## src/rtl/mem_access_ctrl_if.sv

```systemverilog
// rtl/mem_access_ctrl_if.sv - core request/response and RAM command bundle for mem_access_ctrl

interface mem_access_ctrl_if #(
    parameter int ADDR_W = 32,
    parameter int DATA_W = 32
);
    // Instruction fetch channel
    logic              if_req;
    logic [ADDR_W-1:0] if_addr;
    logic              if_ready;
    logic              if_valid;
    logic [DATA_W-1:0] if_instr;
    logic              if_err;

    // Load/store channel
    logic              ls_req;
    logic              ls_we;
    logic [ADDR_W-1:0] ls_addr;
    logic [DATA_W-1:0] ls_wdata;
    logic              ls_ready;
    logic              ls_valid;
    logic [DATA_W-1:0] ls_rdata;
    logic              ls_err;

    // RAM command and read-back
    logic              mem_enable;
    logic [1:0]        mem_rw;
    logic [ADDR_W-1:0] mem_addr;
    logic [DATA_W-1:0] mem_din;
    logic [DATA_W-1:0] mem_dout;
    logic [DATA_W-1:0] mem_fetch;

    // Controller view: takes core requests and RAM read data, drives everything else
    modport slave (
        input  if_req, if_addr,
        output if_ready, if_valid, if_instr, if_err,
        input  ls_req, ls_we, ls_addr, ls_wdata,
        output ls_ready, ls_valid, ls_rdata, ls_err,
        output mem_enable, mem_rw, mem_addr, mem_din,
        input  mem_dout, mem_fetch
    );

    // Environment view: the core plus the RAM
    modport master (
        output if_req, if_addr,
        input  if_ready, if_valid, if_instr, if_err,
        output ls_req, ls_we, ls_addr, ls_wdata,
        input  ls_ready, ls_valid, ls_rdata, ls_err,
        input  mem_enable, mem_rw, mem_addr, mem_din,
        output mem_dout, mem_fetch
    );
endinterface

```

## src/rtl/mem_access_ctrl.sv

```systemverilog
// rtl/mem_access_ctrl.sv - fetch/load-store arbiter and sequencer for the single-port RAM

module mem_access_ctrl #(
    parameter int ADDR_W = 32,
    parameter int DATA_W = 32,
    parameter int MEM_AW = 16
) (
    input  logic             clk,
    input  logic             rst,
    mem_access_ctrl_if.slave bus
);

    typedef enum logic [1:0] {
        IDLE    = 2'd0,
        ISSUE   = 2'd1,
        CAPTURE = 2'd2,
        RESP    = 2'd3
    } state_t;

    localparam logic [1:0]        RW_FETCH  = 2'b00;
    localparam logic [1:0]        RW_READ   = 2'b01;
    localparam logic [1:0]        RW_WRITE  = 2'b10;
    localparam logic [DATA_W-1:0] ZERO_DATA = '0;
    localparam logic [ADDR_W-1:0] ZERO_ADDR = '0;

    state_t            state_q;
    logic              src_ls_q;   // 1: transaction belongs to load/store, 0: fetch
    logic              we_q;       // transaction is a store

    logic              mem_enable_q;
    logic [1:0]        mem_rw_q;
    logic [ADDR_W-1:0] mem_addr_q;
    logic [DATA_W-1:0] mem_din_q;

    logic              if_valid_q;
    logic [DATA_W-1:0] if_instr_q;
    logic              if_err_q;
    logic              ls_valid_q;
    logic [DATA_W-1:0] ls_rdata_q;
    logic              ls_err_q;

    logic              idle;
    logic              ls_accept;
    logic              if_accept;
    logic [ADDR_W-1:0] req_addr_d;
    logic              req_oor_d;

    // Arbitration: load/store wins a same-cycle tie, so the fetch ready drops whenever ls_req is up
    assign idle       = (state_q == IDLE);
    assign ls_accept  = idle & bus.ls_req;
    assign if_accept  = idle & ~bus.ls_req & bus.if_req;
    assign req_addr_d = bus.ls_req ? bus.ls_addr : bus.if_addr;
    // Full-width unsigned compare against 2**MEM_AW: any bit above the RAM index makes it out of range
    assign req_oor_d  = (req_addr_d >> MEM_AW) != ZERO_ADDR;

    // Ready is gated by rst so nothing looks accepted in a cycle that is about to reset
    assign bus.ls_ready = idle & ~rst;
    assign bus.if_ready = idle & ~rst & ~bus.ls_req;

    assign bus.mem_enable = mem_enable_q;
    assign bus.mem_rw     = mem_rw_q;
    assign bus.mem_addr   = mem_addr_q;
    assign bus.mem_din    = mem_din_q;
    assign bus.if_valid   = if_valid_q;
    assign bus.if_instr   = if_instr_q;
    assign bus.if_err     = if_err_q;
    assign bus.ls_valid   = ls_valid_q;
    assign bus.ls_rdata   = ls_rdata_q;
    assign bus.ls_err     = ls_err_q;

    // Transaction sequencer: the RAM command is held for ISSUE and CAPTURE, data is taken at the end of CAPTURE
    always_ff @(posedge clk) begin
        if (rst) begin
            state_q      <= IDLE;
            src_ls_q     <= 1'b0;
            we_q         <= 1'b0;
            mem_enable_q <= 1'b0;
            mem_rw_q     <= RW_FETCH;
            mem_addr_q   <= ZERO_ADDR;
            mem_din_q    <= ZERO_DATA;
            if_valid_q   <= 1'b0;
            if_instr_q   <= ZERO_DATA;
            if_err_q     <= 1'b0;
            ls_valid_q   <= 1'b0;
            ls_rdata_q   <= ZERO_DATA;
            ls_err_q     <= 1'b0;
        end else begin
            // Valid is a single-cycle pulse; data/err registers keep their last value
            if_valid_q <= 1'b0;
            ls_valid_q <= 1'b0;

            case (state_q)
                IDLE: begin
                    if (ls_accept || if_accept) begin
                        src_ls_q <= ls_accept;
                        we_q     <= ls_accept & bus.ls_we;
                        if (req_oor_d) begin
                            // No RAM command for a bad address; answer on the next cycle
                            state_q <= RESP;
                            if (ls_accept) begin
                                ls_valid_q <= 1'b1;
                                ls_err_q   <= 1'b1;
                                ls_rdata_q <= ZERO_DATA;
                            end else begin
                                if_valid_q <= 1'b1;
                                if_err_q   <= 1'b1;
                                if_instr_q <= ZERO_DATA;
                            end
                        end else begin
                            state_q      <= ISSUE;
                            mem_enable_q <= 1'b1;
                            mem_addr_q   <= req_addr_d;
                            if (ls_accept) begin
                                mem_rw_q  <= bus.ls_we ? RW_WRITE : RW_READ;
                                mem_din_q <= bus.ls_we ? bus.ls_wdata : ZERO_DATA;
                            end else begin
                                mem_rw_q  <= RW_FETCH;
                                mem_din_q <= ZERO_DATA;
                            end
                        end
                    end
                end

                ISSUE: begin
                    // Repeat the same command; enable stays up so mem_dout is driven during CAPTURE
                    state_q <= CAPTURE;
                end

                CAPTURE: begin
                    state_q      <= RESP;
                    mem_enable_q <= 1'b0;
                    mem_rw_q     <= RW_FETCH;
                    mem_addr_q   <= ZERO_ADDR;
                    mem_din_q    <= ZERO_DATA;
                    if (src_ls_q) begin
                        ls_valid_q <= 1'b1;
                        ls_err_q   <= 1'b0;
                        ls_rdata_q <= we_q ? ZERO_DATA : bus.mem_dout;
                    end else begin
                        if_valid_q <= 1'b1;
                        if_err_q   <= 1'b0;
                        if_instr_q <= bus.mem_fetch;
                    end
                end

                RESP: begin
                    state_q <= IDLE;
                end

                default: begin
                    state_q <= IDLE;
                end
            endcase
        end
    end

endmodule

```

## src/flat_wrapper.sv

```systemverilog
// flat-port wrapper written by rule: the top's interface ports become plain ports
module mem_access_ctrl_flat 
#(
    parameter int ADDR_W = 32,
    parameter int DATA_W = 32,
    parameter int MEM_AW = 16
)
  (clk, rst, bus_if_req, bus_if_addr, bus_if_ready, bus_if_valid, bus_if_instr, bus_if_err, bus_ls_req, bus_ls_we, bus_ls_addr, bus_ls_wdata, bus_ls_ready, bus_ls_valid, bus_ls_rdata, bus_ls_err, bus_mem_enable, bus_mem_rw, bus_mem_addr, bus_mem_din, bus_mem_dout, bus_mem_fetch);
  mem_access_ctrl_if #(.ADDR_W(ADDR_W), .DATA_W(DATA_W)) bus_i ();
  input  logic clk;
  input  logic rst;
  input wire logic [$bits(bus_i.if_req)-1:0] bus_if_req;
  input wire logic [$bits(bus_i.if_addr)-1:0] bus_if_addr;
  output wire logic [$bits(bus_i.if_ready)-1:0] bus_if_ready;
  output wire logic [$bits(bus_i.if_valid)-1:0] bus_if_valid;
  output wire logic [$bits(bus_i.if_instr)-1:0] bus_if_instr;
  output wire logic [$bits(bus_i.if_err)-1:0] bus_if_err;
  input wire logic [$bits(bus_i.ls_req)-1:0] bus_ls_req;
  input wire logic [$bits(bus_i.ls_we)-1:0] bus_ls_we;
  input wire logic [$bits(bus_i.ls_addr)-1:0] bus_ls_addr;
  input wire logic [$bits(bus_i.ls_wdata)-1:0] bus_ls_wdata;
  output wire logic [$bits(bus_i.ls_ready)-1:0] bus_ls_ready;
  output wire logic [$bits(bus_i.ls_valid)-1:0] bus_ls_valid;
  output wire logic [$bits(bus_i.ls_rdata)-1:0] bus_ls_rdata;
  output wire logic [$bits(bus_i.ls_err)-1:0] bus_ls_err;
  output wire logic [$bits(bus_i.mem_enable)-1:0] bus_mem_enable;
  output wire logic [$bits(bus_i.mem_rw)-1:0] bus_mem_rw;
  output wire logic [$bits(bus_i.mem_addr)-1:0] bus_mem_addr;
  output wire logic [$bits(bus_i.mem_din)-1:0] bus_mem_din;
  input wire logic [$bits(bus_i.mem_dout)-1:0] bus_mem_dout;
  input wire logic [$bits(bus_i.mem_fetch)-1:0] bus_mem_fetch;
  assign bus_i.if_req = bus_if_req;
  assign bus_i.if_addr = bus_if_addr;
  assign bus_if_ready = bus_i.if_ready;
  assign bus_if_valid = bus_i.if_valid;
  assign bus_if_instr = bus_i.if_instr;
  assign bus_if_err = bus_i.if_err;
  assign bus_i.ls_req = bus_ls_req;
  assign bus_i.ls_we = bus_ls_we;
  assign bus_i.ls_addr = bus_ls_addr;
  assign bus_i.ls_wdata = bus_ls_wdata;
  assign bus_ls_ready = bus_i.ls_ready;
  assign bus_ls_valid = bus_i.ls_valid;
  assign bus_ls_rdata = bus_i.ls_rdata;
  assign bus_ls_err = bus_i.ls_err;
  assign bus_mem_enable = bus_i.mem_enable;
  assign bus_mem_rw = bus_i.mem_rw;
  assign bus_mem_addr = bus_i.mem_addr;
  assign bus_mem_din = bus_i.mem_din;
  assign bus_i.mem_dout = bus_mem_dout;
  assign bus_i.mem_fetch = bus_mem_fetch;
  mem_access_ctrl #(.ADDR_W(ADDR_W), .DATA_W(DATA_W), .MEM_AW(MEM_AW)) u_core (.clk(clk), .rst(rst), .bus(bus_i));
endmodule
```

## config.mk

```make
export PLATFORM = sky130hd
export DESIGN_NAME = mem_access_ctrl_flat
export DESIGN_NICKNAME = d
export VERILOG_FILES = /design/src/rtl/mem_access_ctrl_if.sv /design/src/rtl/mem_access_ctrl.sv /design/src/flat_wrapper.sv
export SDC_FILE = /design/constraint.sdc
export NUM_CORES = 1
export LEC_CHECK = 0
export CORE_ASPECT_RATIO = 0.5
export CORE_MARGIN = 8
export CORE_UTILIZATION = 42
export CTS_BUF_LIST = sky130_fd_sc_hd__clkbuf_16
export CTS_CLUSTER_SIZE = 25
export DETAILED_ROUTE_END_ITERATION = 10
export PLACE_DENSITY = 0.85
export SYNTH_ARGS = -nofsm -noshare
export SYNTH_HDL_FRONTEND = slang
export SYNTH_SLANG_ARGS = --single-unit
export TNS_END_PERCENT = 1
```

## constraint.sdc

```tcl
create_clock -name clk -period 6.3 [get_ports clk]
set_input_delay 1.575 -clock clk [delete_from_list [all_inputs] [get_ports clk]]
set_output_delay 1.575 -clock clk [all_outputs]
set_load 0.1 [all_outputs]
```

== Word level (Yosys, flattened, before mapping) ==
Index checks and enable logic that the tools add are counted.
Word-level totals
  register bits: 139
  output and inout port bits: 137
Operators by class
  equality and inequality tests: 10
  multiplexer cells: 51
  bitwise logic cells: 8
  reduce and logical (&&, ||, !) cells: 8
Operators with widths (count)
  $mux 32: 16
  $pmux 32 s2: 4
  $reduce_bool 32->1: 1
  $mux 1: 18
  $mux 2: 6
  $ne 2x2->1 const B: 6
  $pmux 1 s2: 5
  $reduce_and 5->1: 2
  $pmux 2 s4: 1
  $and 1x1->1: 6
  $eq 2x2->1 const B: 2
  $pmux 2 s2: 1
  $reduce_and 3->1: 1
  $eq 2x1->1 const B: 1
  $logic_not 2->1: 1
  $ne 2x1->1 const B: 1
  $not 1->1: 2
  $reduce_and 2->1: 1
  $reduce_bool 2->1: 1
  $logic_or 1x1->1: 1

== Longest topological paths before layout ==
  word-level depth: 6
  depth in mapped cells: 10
  mapped depth without buffers: 7

== Worst setup path before layout ==
OpenSTA, ideal clock, no wires.
  path type: input to output
  start point: input port bus_ls_req
  end point: output port bus_if_ready
  data arrival time: 3.134 ns
  slack: 1.591 ns
  cell stages on the path: 3
  buffers on the path: 1
  cell sequence: buf_6 -> nand2b_1 -> nor2_1
On the way
  longest elaborated chain between the ends: 2
Ends and longest elaborated chain
  start: declaration: line flat_wrapper.sv:18  | input wire logic [$bits(bus_i.ls_req)-1:0] bus_ls_req;
  $not 1->1: line mem_access_ctrl.sv:58  | assign bus.if_ready = idle & ~rst & ~bus.ls_req;
  $and 1x1->1: line mem_access_ctrl.sv:58
  end: declaration: line flat_wrapper.sv:14  | output wire logic [$bits(bus_i.if_ready)-1:0] bus_if_ready;
Every way passes these cells.

== Worst setup path after layout ==
Ends and elaborated chain as after synthesis.

==> run summary <==
first-pass GRT wire length - 30100 µm
H-tree depth - 4
post-CTS sizing - 0
antenna cell count - 0
vias per cell - 5.31
CP Data Required Time - 4.72 ns
worst setup path class - primary input to output pin
Starting Density - 0.430
Leak - 3.33 nW
area share of the leading cell type in the synthesized netlist - 0.512
Hold Vio Cnt, Final - 0
Final GP Congestion - 0.820
Seq cells post-synth - 139
Mapped Area - 5440 µm²
total core area - 12700 µm²
RSZ-0062 raised after global routing - false
fin crit period - 4.53 ns
layout cell share with drive strength beyond 1 - 0.0745
# IOs - 302
Worst Path Arrival - 2.95 ns
yosys warns - 0
status - complete, no violations
CP cell instances - clkdlybuf4s50_1 -> buf_4 -> nand2b_1 -> nor2_1 -> buf_4
Syn Area/Cell - 9.61 µm²
multi-input logic area - 2460 µm²
HPWL Detailed - 14500 µm
Final nets - 1015
CP Max Fanout - 28
max-slew violations - 0
top cells by area, synth - dfxtp_1 (51%), a22o_1 (10%), o21ai_0 (6.1%)
Worst Tran Pin Value - 1.04 ns
# fillers - 972
Hold Crit Start - u_core.bus.mem_rw[1]
IO Port Bufs - 301
crit start category - primary input
Die X - 177 µm
CP max-delay cell - clkdlybuf4s50_1
clock tree buffer depth - 2
clk sinks - 139
Cell Rows - 29
Total Routing Usage GR - 0.220
Crit. End Element - output pin
Layout Area Growth over Synthesis - 68.3%
fin crit share - 0.719
worst skew pair latency - 0.40 ns
total CTS buffers - 17
drt pass-1 iters - 5
GRT overflow - 0
post-synth cell types - 41
fin util - 0.723
Post-DRT Antenna Nets - 0
via count of the routed design - 5460
Worst-path clk slew - 0.05 ns
drt drc - 0
initial antenna violation count - 0
Cells after Synth - 566
largest net degree at the start of global routing - 67
max incr delay on CP - 0.45 ns
final WL - 19700 µm
Max VDD drop - 246 µV
final worst slack - 1.77 ns
r2r startpoint - u_core.state_q[1]
CTS tree - built
syn_nets - 734
Die ar. - 17100 µm²
Post-Place Worst Slack - 1.50 ns
PwrDens - 352 nW/µm²
Setup Buffers After CTS - 0
fmax - 221 MHz
max cap viols - 0
CTS Hold Bufs - 0
FF+latch area - 2780 µm²
Finish-stage setup viols - 0
Synth area leader - dfxtp_1
relative slew slack - 0.307
vias in the first global route - 5457
register area share after synthesis - 0.512
HP Class - flop to flop
Root Buffer - clkbuf_16
CP Launch Point - bus_ls_req
Final Skew - 0.00678 ns
Die Ht - 96.5 µm
CP most frequent cell - buf_4
Post-Route Setup TNS - 0 ns
WL/cell - 19.1 µm
DRT iter0 DRCs - 364
## worst max-delay path: cells and delay by family
family / cells / cell delay, ns
buffers and inverters: 3 / 1.06
AND/OR/NAND/NOR: 2 / 0.30
## final cells by class
cell class / count / area share
flip-flops and latches: 139 / 0.304
clock buffers: 17 / 0.0465
clock inverters: 14 / 0.0171
well taps: 170 / 0.0232
repair buffers: 312 / 0.338
inverters: 5 / 0.00205
multi-input cells: 372 / 0.269
## per-layer routing
metal / track usage / wire length [µm] / vias up
li1: - / - / 2643
met2: 0.395 / 10200 / 170
met5: 0 / 0 / -
met3: 0.0473 / 1020 / 31
met4: 0.0792 / 469 / 0
met1: 0.262 / 8050 / 2616
## through the flow
step	hold WS, ns	std cells	instance area, µm²	power (mW)
after CTS	0.453	1029	9150	3.24
after floorplan	0.437	566	5440	1.90
final	0.450	1029	9150	3.22
after global routing	0.461	1029	9150	3.35
after global placement	0.434	998	8570	2.24
after detailed placement	0.440	998	8570	2.26
## report_power, final
part | switching, mW | internal (mW)
clock | 0.362 | 0.615
sequential | 0.0525 | 0.959
combinational | 0.894 | 0.340
## state kept, by name, indices dropped and copies added, names as in the netlist
name	count
u_core.bus.if_instr	32
u_core.bus.ls_rdata	32
u_core.bus.mem_addr	32
u_core.bus.mem_din	32
u_core.bus.mem_rw	2
u_core.state_q	2
u_core.bus.if_err	1
u_core.bus.if_valid	1
u_core.bus.ls_err	1
u_core.bus.ls_valid	1
u_core.bus.mem_enable	1
u_core.src_ls_q	1
u_core.we_q	1
## logic make-up (layout without fill, tap and decap cells)
| group | Yosys count | after routing | synth area share |
|---|---|---|---|
| muxes | 16 | 16 | 0.0294 |
| DFF | 139 | 139 | 0.512 |
| AOI/OAI and AO/OA | 200 | 200 | 0.276 |
| adders and majority gates | 3 | 3 | 0.00690 |
| buffers and inverters | 55 | 348 | 0.0419 |
| and+or+nand+nor | 153 | 153 | 0.134 |
## cells in the mapped netlist
library cell / number
a22oi_1: 33
o21ai_0: 66
nand2b_1: 3
nor3_1: 6
a211oi_2: 1
dfxtp_1: 139
nand2_1: 70
nand3b_1: 1
o2bb2ai_2: 10
nor4_1: 5
o22a_1: 1
a21boi_1: 1
o221a_2: 1
a2bb2oi_1: 1
a21oi_1: 7
a21o_1: 1
clkbuf_1: 43
nand4_1: 1
o2bb2ai_1: 7
a211oi_1: 1
or3b_2: 1
or4b_1: 1
a21bo_2: 1
nor2_1: 6
mux2i_1: 16
a22o_1: 64
or2_2: 1
buf_2: 5
o31ai_1: 1
o211a_1: 1
and2_1: 16
ha_1: 3
nor4_2: 1
buf_6: 2
o21a_1: 1
or3_1: 1
nor2b_1: 1
inv_1: 5
nand3_1: 37
or4_1: 2
a211o_1: 2
## cell usage in the layout, fill, tap and decap left out, drive strengths merged, types with 2 or more instances in the layout
master         instances
clkdlybuf4s50        299
dfxtp                139
nand2                 70
o21ai                 66
a22o                  64
nand3                 37
a22oi                 33
clkbuf                17
o2bb2ai               17
and2                  16
mux2i                 16
buf                   13
clkinv                 9
a21oi                  7
inv                    6
nor2                   6
nor4                   6
nor3                   6
nand2b                 3
ha                     3
bufinv                 3
or4                    2
a211o                  2
a211oi                 2
## final timing paths
kind                            endpoint  slack (ns)  cells past startpoint
hold reg to reg     u_core.bus.mem_rw[1]        0.45                      1
setup reg to reg  u_core.bus.mem_addr[0]        3.76                      6
hold / removal      u_core.bus.mem_rw[1]        0.45                      1
setup / recovery            bus_if_ready        1.77                      5
(Power assumes the default switching activity.)
==> variant (same flow settings) <==
Re-encode `state_t` (4 states) as one-hot, 4 bits wide.
--- a/src/rtl/mem_access_ctrl.sv
+++ b/src/rtl/mem_access_ctrl.sv
@@ -11,9 +11,9 @@
 );
 
-    typedef enum logic [1:0] {
-        IDLE    = 2'd0,
-        ISSUE   = 2'd1,
-        CAPTURE = 2'd2,
-        RESP    = 2'd3
+    typedef enum logic [3:0] {
+        IDLE    = 4'b0001,
+        ISSUE   = 4'b0010,
+        CAPTURE = 4'b0100,
+        RESP    = 4'b1000
     } state_t;
 
Formal check against the unedited RTL: same outputs for any inputs over 4 cycles, from zero or initial values and one cycle with rst high; so few cycles prove little.
==> variant against the unedited design <==
- design area is 4.6% lower
- sequential cell count grew 2
- via count down 12%
- routed wire length fell by 7.1%
- synthesized cell count shrank 9.2%
- core utilization grew 1.9 points
- worst setup slack better by 0.016 ns
- area after synthesis shrank 7.4%
Power is not compared: it rests on default switching activity, and its combinational part moved more than twofold at a synthesized area within 25%.
==> variant: results <==
critical_path:
  timing.rr.end: "u_core.bus.mem_din[1]$_SDFFE_PP0P_"
  critPathArrivalTime_ns: 2.94
  critical_path.startpoint: "rst"
  r2r_cells: 5
  r2r_setup_slack_ns: 3.59
  regToRegStartpoint: "u_core.state_q[3]$_SDFFE_PP0N_"
  crit_fanout: 14
  slowest_delay_ns: 0.73
drt:
  vias: 4816
  drtPass1Iterations: 4
  drtIter0Drc: 257
  detail_route.wl_per_cell_um: 18.7
  wl_um: 18300
layout:
  design.seq.count: 141
  multi_input_cells: 330
  utilization_pct: 74.2
  final-nonclk-buf-share_pct: 35.1
  drive_above_1_share_pct: 7.36
  nNonClkInverters: 4
  nFillCells: 838
  regArea_um2: 2820
  layout.nets: 967
  clock_area_share_pct: 7.25
  n_all_buffers: 308
  n_antenna_cell: 0
  multi_input_area_share_pct: 22.8
yosys:
  netlist_top_cells_area: "dfxtp_1 56%, nand2_1 7.5%, a22o_1 5.9%, a21oi_1 4.0%, nand3_1 3.3%"
  synth.yosys.seq_area_share_pct: 56.1
  synth_cell_types: 36
  synthMuxAreaShare_pct: 3.18
  syn_nets: 679
  synth-compound-area-share_pct: 18.8
  synthAdderAreaFrac_pct: 0
  syn-instance-count: 514
  ys_top_cells_by_count: "141 x dfxtp_1, 101 x nand2_1, 40 x a21oi_1"
pwr:
  irDropWorstVdd_mv: 0.158
global_route:
  gr-total-overflow: 0
  grtUsageTotal_pct: 22.2
  grt_max_degree: 64
  grt_pass1_vias: 5028
  grtUsageMet2_pct: 41.9
  use_met1_pct: 23.7
  grt_pass1_wl_um: 27500
clock_tree:
  cts-htree-levels: 4
  cts_root_buf: "clkbuf_16"
hold_path:
  worstHoldEndpoint: "u_core.bus.if_instr[25]$_SDFFE_PP0P_"
  hp-start: "u_core.bus.if_instr[25]$_SDFFE_PP0P_"
  min_path_cells: 2
place:
  place_ws_ns: 1.83
  place_hpwl_um: 13500
  dp_cells: 948
  dpl_cell_area_um2: 8100
sta:
  holdWs_ns: 0.452
  tightest_slew_ns: 1.14
  finalCritPeriodShare_pct: 71.6
  finalClockSkew_ns: 0.00976
status:
  status: "completed"
floorplan:
  die-area_um2: 16000
==> variant: cell count changes after synthesis, sizes merged, moves of 5 or more <==
| cell | delta |
|---|---|
| a22oi | -33 |
| nand2 | +31 |
| a21oi | +33 |
| o21ai | -31 |
| a22o | -30 |
| clkbuf | -16 |
| buf | +5 |
==> variant: metal layers <==
layer / vias to the layer above / routed length [um]
met5: - / 0
met4: 0 / 373
met3: 28 / 883
met2: 140 / 9890
met1: 2276 / 7150
li1: 2372 / -
==> variant: power groups by stage <==
stage                     sequential (mW)  combinational [mW]  clock, mW
after floorplan                     0.935              0.0619          0
after global placement              0.920               0.196          0
after detailed placement            0.920               0.199          0
after CTS                           0.901               0.200       1.09
after global routing                0.901               0.211       1.14
final                               0.901               0.200       1.08
==> variant: worst max-delay path: cells and delay by family <==
family	cells	cell delay, ns
simple gates	1	0.30
buf+inv	2	1.06
==> variant: cell families after synthesis <==
logic type | count (synthesis)
and+or+nand+nor | 183
DFF | 141
AOI/OAI and AO/OA | 131
buffers and inverters | 43
muxes | 16
